## config.mk

```make
export PLATFORM = sky130hd
export DESIGN_NAME = chunked_adder
export DESIGN_NICKNAME = d
export VERILOG_FILES = /design/src/rtl/chunked_adder_pkg.sv /design/src/rtl/chunked_adder_chunk.sv /design/src/rtl/chunked_adder.sv
export SDC_FILE = /design/constraint.sdc
export NUM_CORES = 1
export LEC_CHECK = 0
export ABC_CLOCK_PERIOD_IN_PS = 3700
export CORE_MARGIN = 5
export CORE_UTILIZATION = 45
export DETAILED_ROUTE_END_ITERATION = 6
export GPL_TIMING_DRIVEN = 0
export PLACE_DENSITY = 0.7
export SYNTH_ARGS = -nofsm -noshare
export SYNTH_HDL_FRONTEND = slang
export SYNTH_SLANG_ARGS = --single-unit
```

## constraint.sdc

```tcl
create_clock -name clk -period 3.7 [get_ports clk]
set_input_delay 0.74 -clock clk [delete_from_list [all_inputs] [get_ports clk]]
set_output_delay 0.74 -clock clk [all_outputs]
set_load 0.05 [all_outputs]
```

## src/rtl/chunked_adder_pkg.sv

```systemverilog
// chunked_adder_pkg
//   Shared types and defaults for the chunked (multi-cycle) adder.
//   state_t       : controller states IDLE / RUN / DONE
//   DEFAULT_WIDTH : default operand/result width in bits
//   DEFAULT_CHUNK : default bits added per clock cycle
package chunked_adder_pkg;

    localparam int unsigned DEFAULT_WIDTH = 32;
    localparam int unsigned DEFAULT_CHUNK = 8;

    typedef enum logic [1:0] {
        IDLE = 2'd0,
        RUN  = 2'd1,
        DONE = 2'd2
    } state_t;

endpackage

```

## src/rtl/chunked_adder_chunk.sv

```systemverilog
// adder_chunk
//   Combinational CHUNK-bit adder slice used once per beat by chunked_adder.
//   Ports:
//     a, b  : CHUNK-bit addends
//     cin   : carry into bit 0
//     s     : CHUNK-bit sum
//     cout  : carry out of the top bit
//     cmsb  : carry into the top bit (for two's-complement overflow)
module adder_chunk
    import chunked_adder_pkg::*;
#(
    parameter int unsigned CHUNK = DEFAULT_CHUNK
) (
    input  logic [CHUNK-1:0] a,
    input  logic [CHUNK-1:0] b,
    input  logic             cin,
    output logic [CHUNK-1:0] s,
    output logic             cout,
    output logic             cmsb
);

    assign {cout, s} = {1'b0, a} + {1'b0, b} + {{CHUNK{1'b0}}, cin};

    // Sum bit = a ^ b ^ carry_in at that position, so the carry into the
    // top bit falls out without a separate ripple; also valid for CHUNK = 1.
    assign cmsb = s[CHUNK-1] ^ a[CHUNK-1] ^ b[CHUNK-1];

endmodule

```

## src/rtl/chunked_adder.sv

```systemverilog
// chunked_adder
//   Multi-cycle adder/subtractor: adds CHUNK bits per clock over
//   N = WIDTH/CHUNK beats, then presents the result for one DONE cycle.
//   Ports:
//     clk       : clock, rising edge
//     rst       : synchronous active-high reset
//     start     : begin an operation (accepted when busy = 0)
//     sub       : 0 = a + b + carry_in, 1 = a - b
//     a, b      : WIDTH-bit operands
//     carry_in  : carry into LSB in add mode
//     busy      : high while in RUN
//     done      : one-cycle result-valid pulse
//     sum       : WIDTH-bit result (held until the next completed operation)
//     carry_out : carry out of MSB (in subtract mode 1 = no borrow)
//     overflow  : two's-complement overflow
module chunked_adder
    import chunked_adder_pkg::*;
#(
    parameter int unsigned WIDTH = DEFAULT_WIDTH,
    parameter int unsigned CHUNK = DEFAULT_CHUNK
) (
    input  logic             clk,
    input  logic             rst,
    input  logic             start,
    input  logic             sub,
    input  logic [WIDTH-1:0] a,
    input  logic [WIDTH-1:0] b,
    input  logic             carry_in,
    output logic             busy,
    output logic             done,
    output logic [WIDTH-1:0] sum,
    output logic             carry_out,
    output logic             overflow
);

    localparam int unsigned N  = WIDTH / CHUNK;
    localparam int unsigned CW = (N > 1) ? $clog2(N) : 1;

    if ((WIDTH % CHUNK) != 0) begin : g_width_check
        $error("chunked_adder: WIDTH (%0d) must be a multiple of CHUNK (%0d)", WIDTH, CHUNK);
    end

    state_t           state;
    state_t           state_next;
    logic [CW-1:0]    beat;
    logic [WIDTH-1:0] op_a;
    logic [WIDTH-1:0] op_b;      // effective operand: b or ~b
    logic [WIDTH-1:0] res;
    logic [WIDTH-1:0] res_next;
    logic             carry;     // registered inter-chunk carry
    logic [31:0]      base;
    logic [CHUNK-1:0] chunk_s;
    logic             chunk_cout;
    logic             chunk_cmsb;
    logic             accept;
    logic             last;

    assign accept = start && (state != RUN);
    assign last   = (beat == CW'(N - 1));
    assign base   = 32'(beat) * CHUNK;

    adder_chunk #(.CHUNK(CHUNK)) u_chunk (
        .a    (op_a[base +: CHUNK]),
        .b    (op_b[base +: CHUNK]),
        .cin  (carry),
        .s    (chunk_s),
        .cout (chunk_cout),
        .cmsb (chunk_cmsb)
    );

    // Result with the current beat's chunk merged in; on the last beat this
    // is the complete result and goes straight to sum.
    always_comb begin
        res_next                 = res;
        res_next[base +: CHUNK]  = chunk_s;
    end

    always_ff @(posedge clk) begin
        if (rst) state <= IDLE;
        else     state <= state_next;
    end

    always_comb begin
        state_next = state;
        case (state)
            IDLE:    if (start) state_next = RUN;
            RUN:     if (last)  state_next = DONE;
            DONE:    state_next = start ? RUN : IDLE;
            default: state_next = IDLE;
        endcase
    end

    assign busy = (state == RUN);
    assign done = (state == DONE);

    always_ff @(posedge clk) begin
        if (rst) begin
            beat      <= '0;
            op_a      <= '0;
            op_b      <= '0;
            res       <= '0;
            carry     <= 1'b0;
            sum       <= '0;
            carry_out <= 1'b0;
            overflow  <= 1'b0;
        end else if (accept) begin
            beat  <= '0;
            op_a  <= a;
            op_b  <= sub ? ~b : b;
            carry <= sub ? 1'b1 : carry_in;
        end else if (state == RUN) begin
            res   <= res_next;
            carry <= chunk_cout;
            // Wrap to 0 rather than count past N-1 so the part-select stays in range.
            beat  <= last ? '0 : beat + 1'b1;
            if (last) begin
                sum       <= res_next;
                carry_out <= chunk_cout;
                overflow  <= chunk_cmsb ^ chunk_cout;
            end
        end
    end

endmodule
```

Yosys cells after proc, flatten, opt, wreduce, memory -nomap -nowiden
Index checks and enable logic that the tools add are counted.

Bits in registers: 135. Bits in latches: 0. Bits in writable memories: 0. Bits in read-only memories: 0. Output and inout port bits: 36. Memories: 0.

Add/subtract/negate cells: 4. Multipliers: 0. Div/mod/pow operators: 0. $lt $le $gt $ge: 0. Equal/unequal tests: 6. Shifts and indexed selects: 4. Muxes and demuxes: 10. Bitwise logic cells: 5. Reductions and logical operators: 7.

Operator list (number): 32-bit by 6-bit indexed part select with 8-bit output (2); 5-bit negation with 34-bit output (1); 8-bit by 34-bit variable shift with 32-bit output (first input constant) (1); 8-bit by 34-bit indexed part select with 32-bit output (1); 32-bit bitwise mux (1); 32-bit two-way mux (1); 32-bit inverter (1); 8-bit by 8-bit adder with 9-bit output (1); 9-bit by 1-bit adder with 9-bit output (1); 2-bit two-way mux (3); 2-bit case mux with 3 select lines (1); 2-bit equality test (second input constant) (2); 1-bit two-way mux (4); 2-bit by 1-bit inequality test with 1-bit output (second input constant) (2); 2-bit AND reduction (2); 3-bit AND reduction (1); 1-bit bitwise XOR (3); 2-bit by 1-bit adder with 2-bit output (second input constant) (1); 2-bit by 1-bit equality test with 1-bit output (second input constant) (1); 2-bit logical NOT (1); 2-bit inequality test (second input constant) (1); 2-bit nonzero test (1); 2-bit OR reduction (1); 1-bit logical AND (1); 1-bit inverter (1).

Longest topological paths before layout
Depth in word-level cells: 6. Mapped depth: 11. Depth with buffers taken out: 8.

By module
From an unflattened synthesis, not the netlist that was laid out.

Cells, all modules: 666. Area total of the unflattened synthesis: 6518.8 µm².

By module, submodules not included: chunked_adder (instances 1, cells each 622, area an instance 6142.1 µm², seq. area each 2702.6 µm²); adder_chunk (instances 1, cells each 44, area an instance 376.6 µm², seq. area each 0.0 µm²).

Worst setup path before layout
Ideal clock, no wire load.

Path type: register -> register. Start point: register beat[0]. End point: register overflow. Setup time: 0.115 ns. Arrival time: 3.283 ns. Setup slack: 0.303 ns. Stages on the path, launching flop included: 10. Period minus slack after synthesis: 3.397 ns. Cells stage by stage: dfxtp_1 > buf_4 > mux4_2 > fa_1 > fa_1 > a21o_1 > a221oi_1 > o21ai_0 > xnor3_1 > o21a_1.

Cells in the longest elaborated chain, start to end: 6. Elaborated cells on any way between the ends: 9. Those cells by class: add/sub: 2; eq/ne: 1; shift: 2; bitwise: 3; reduce/logical: 1.

Ends and longest elaborated chain: from (decl) (RTL line chunked_adder.sv:45) `logic [CW-1:0] beat;`; from (signal assigned) (RTL line chunked_adder.sv:115) `beat <= last ? '0 : beat + 1'b1;`; 32-bit by 6-bit indexed part select with 8-bit output (on tied branches) (RTL line chunked_adder.sv:63, chunked_adder.sv:64); 8-bit by 8-bit adder with 9-bit output (RTL line chunked_adder_chunk.sv:22) `assign {cout, s} = {1'b0, a} + {1'b0, b} + {{CHUNK{1'b0}}, cin};`; 9-bit by 1-bit adder with 9-bit output (RTL line chunked_adder_chunk.sv:22); 1-bit bitwise XOR (2 in series) (RTL line chunked_adder_chunk.sv:26) `assign cmsb = s[CHUNK-1] ^ a[CHUNK-1] ^ b[CHUNK-1];`; 1-bit bitwise XOR (RTL line chunked_adder.sv:119) `overflow <= chunk_cmsb ^ chunk_cout;`; to (signal assigned) (RTL line chunked_adder.sv:119); to (decl) (RTL line chunked_adder.sv:33) `output logic overflow`.

Parallel ways exist; a longest one is shown, timed or not. A chain may end at the register's enable or synchronous reset.

Worst setup path in the final report
Ends and elaborated chain as after synthesis.

==> results.md <==
* Antenna Violating Nets Remaining at 0
* DRC viols at 0
* Hold buffers post-CTS at 0
* Ant. Diodes at 0
* Area Overhead vs Synth at 31.5%
* CTS tree: yes
* Vias at 5,336
* Buffers & Inverters on Critical Path at 1
* CTS Buf Count at 17
* Post-synth EDFFs at 0
* Reg2reg end: overflow
* Ys flop type: dfxtp_1
* Yosys cell types at 37
* Setup TNS at 0 ns
* Reg-to-reg startpoint: beat[0]
* DRT iter0 DRCs at 356
* Hold_ws at 0.459 ns
* Critical path launch point type: flip-flop
* Post-synth top area cell: dfxtp_1
* Min Clock Period, post-route at 3.57 ns
* Gr ovfl total at 0
* Worst VDD drop at 0.000267 V
* Synthesized Nets at 731
* Crit path top cell by count: fa_1
* Antenna violations before repair at 0
* Post-route clock period utilization at 0.966
* Share of cells above drive strength 1 at 0.0807
* Worst r2r path cells at 9
* Worst-path cell chain: buf_6 > mux4_2 > fa_1 > fa_1 > a21o_1 > a221oi_2 > o21ai_1 > xnor3_1 > o21a_1
* Initial Util at 0.464
* Top cells by count, synth: 135 x dfxtp_1, 113 x nor2_1, 73 x nand2_1, 57 x a211oi_1, 40 x a21oi_1
* CP Class: flip-flop to flip-flop
* Mean Syn Cell Area at 9.12 µm²
* Number of synthesized register bits at 135
* Flop-to-flop setup slack at 0.13 ns
* Arrival time worst endpoint at 3.89 ns
* # setup viols final at 0
* RSZ-0062 raised after global routing: false
* Die Y at 125 µm
* Clock-pin slew on the worst setup and hold paths at 0.06 ns
* Routed wire length per instance at 17.4 µm
* Final hold vios at 0
* Final slew viol count at 0
* Leak Pwr at 2.75 nW
* Die Width at 125 µm
* Buffers on Ports at 102
* Die area at 15,500 µm²
* Top cell type's share of synthesized area at 0.458
* Sequential area share after synthesis at 0.458
* CP peak stage delay at 0.57 ns
* Post-Syn Instances at 647
* Fin worst setup slack at 0.127 ns
* Worst path slowest cell: mux4_2
* Asr flop ratio synth at 0
* Worst slew margin at 0.242
* Worst-Margin Slew at 1.13 ns
* MaxCap Viol Count at 0
* Worst Setup End Kind: flip-flop
* Via-to-Cell Ratio at 5.60
* Worst Hold End: op_a[5]
* Number of global-route vias before repair at 5,355
* Top-count cell post-synth: dfxtp_1
* Core ar. at 12,700 µm²
* Worst-Skew Late Latency at 0.43 ns
* Total track usage at 0.213
* Status: complete, no violations
* Hold Crit Start: op_a[5]
* FMAX at 0.280 GHz
* Root Driver: clkbuf_16
* CP max FO at 10
* Htree depth at 4
* Final Skew at 0.00936 ns
* Largest cells by area after synthesis: dfxtp_1 46%, a211oi_1 7.3%, nor2_1 7.2%, mux4_2 6.1%, xnor2_1 5.3%
* # rows at 41
* Pwr per Cell Area at 492 nW/µm²
* Synth warnings at 0
* Min-delay worst type: flip-flop to flip-flop
* Global-route wire length before repair at 27,100 µm
* Largest net degree at the start of global routing at 17
* Clock Path Buffers at 2
* Final net count at 852
* I/O pin count at 105
* Dpl ws at -0.157 ns
* Detail Placement HPWL at 12,400 µm
* WL final at 16,500 µm
* RePlAce Congestion at 0.862
* CP delay by family, top: compound AO/OA/AOI/OAI gates
* Num Clock Sinks at 135
* CP Data Required Time at 4.02 ns
* First drt pass iteration count at 6
* Mapped Area at 5900 µm²
* Hold Path Depth at 2
final cells by class:
class                   count  area (µm²)
plain buffers              49         213
clock buffers              18         439
clock inverters            14         149
fillers                  1146        4960
inverters                   8        30.0
multi-input cells         455        2990
flip-flops and latches    135        2700
well taps                 172         215
repair buffers            102        1020
worst max path at each step:
stage	from	endpoint	slack [ns]	cells after the start
2_1_floorplan	beat[0]	overflow	0.30	9
3_3_place_gp	beat[0]	overflow	-0.1	9
3_5_place_dp	beat[0]	overflow	-0.16	9
4_1_cts	beat[0]	sum[30]	0.02	9
5_1_grt	beat[0]	overflow	0.03	9
6_report	beat[0]	overflow	0.13	9
sequential cells by signal, indices dropped and copies added (netlist names):
| signal | count |
|---|---|
| carry | 1 |
| carry_out | 1 |
| beat | 2 |
| overflow | 1 |
| res | 32 |
| state | 2 |
| sum | 32 |
| op_a | 32 |
| op_b | 32 |
cell usage in the layout, fill, tap and decap left out, types with 4 or more instances in the layout:
cell	synthesis	layout
dfxtp_1	135	134
nor2_1	113	113
clkdlybuf4s50_1	0	102
nand2_1	73	73
a211oi_1	57	57
a21oi_1	40	40
xnor2_1	36	35
a22oi_1	32	32
clkbuf_1	32	31
nor3_1	25	25
a221oi_1	21	20
clkbuf_16	0	17
mux4_2	16	16
ha_1	13	13
buf_1	10	10
inv_1	6	6
buf_2	5	4
and2_1	4	4
clkinvlp_4	0	4
per-stage QoR:
stage               std cells  power (mW)  area, µm²  utilization
floorplan                 647        1.95       5900            -
global placement          921        2.14       7140        0.561
detailed placement        921        2.15       7140        0.561
CTS                       953        3.81       7730        0.607
global route              953        3.95       7760        0.610
finish                    953        3.82       7760        0.610
worst min-delay path, stage by stage, from the launching register on:
cell     delay, ns
dfxtp_1       0.31
nand2_1       0.05
a21oi_1       0.05
what timing repair did:
action	4_1_cts	5_1_grt
setup endpoints to repair	16	19
cloned	0	0
resized for setup	3	7
setup buffers	0	0
report_power, final:
part           total, mW  leakage (nW)  internal, mW  switching (mW)
sequential          1.57          1.10          1.53          0.0447
combinational      0.570          1.37         0.247           0.323
clock               1.68         0.279          1.01           0.665
logic make-up after synthesis:
logic type,share of synthesized area
buffers and inverters,0.0392
AND/OR/NAND/NOR,0.159
XOR/XNOR,0.0602
multiplexers,0.0611
AO/OA/AOI/OAI,0.188
adder cells (fa/ha/maj),0.0344
flip-flops,0.458
layer usage:
| metal | GRT usage | vias to the layer above | part of all wire |
|---|---|---|---|
| li1 | - | 2549 | - |
| met1 | 0.264 | 2550 | 0.43 |
| met3 | 0.0493 | 34 | 0.057 |
| met5 | 0 | - | 0 |
| met2 | 0.363 | 203 | 0.49 |
| met4 | 0.0787 | 0 | 0.024 |
No activity file was read; power rests on OpenSTA's default activity.
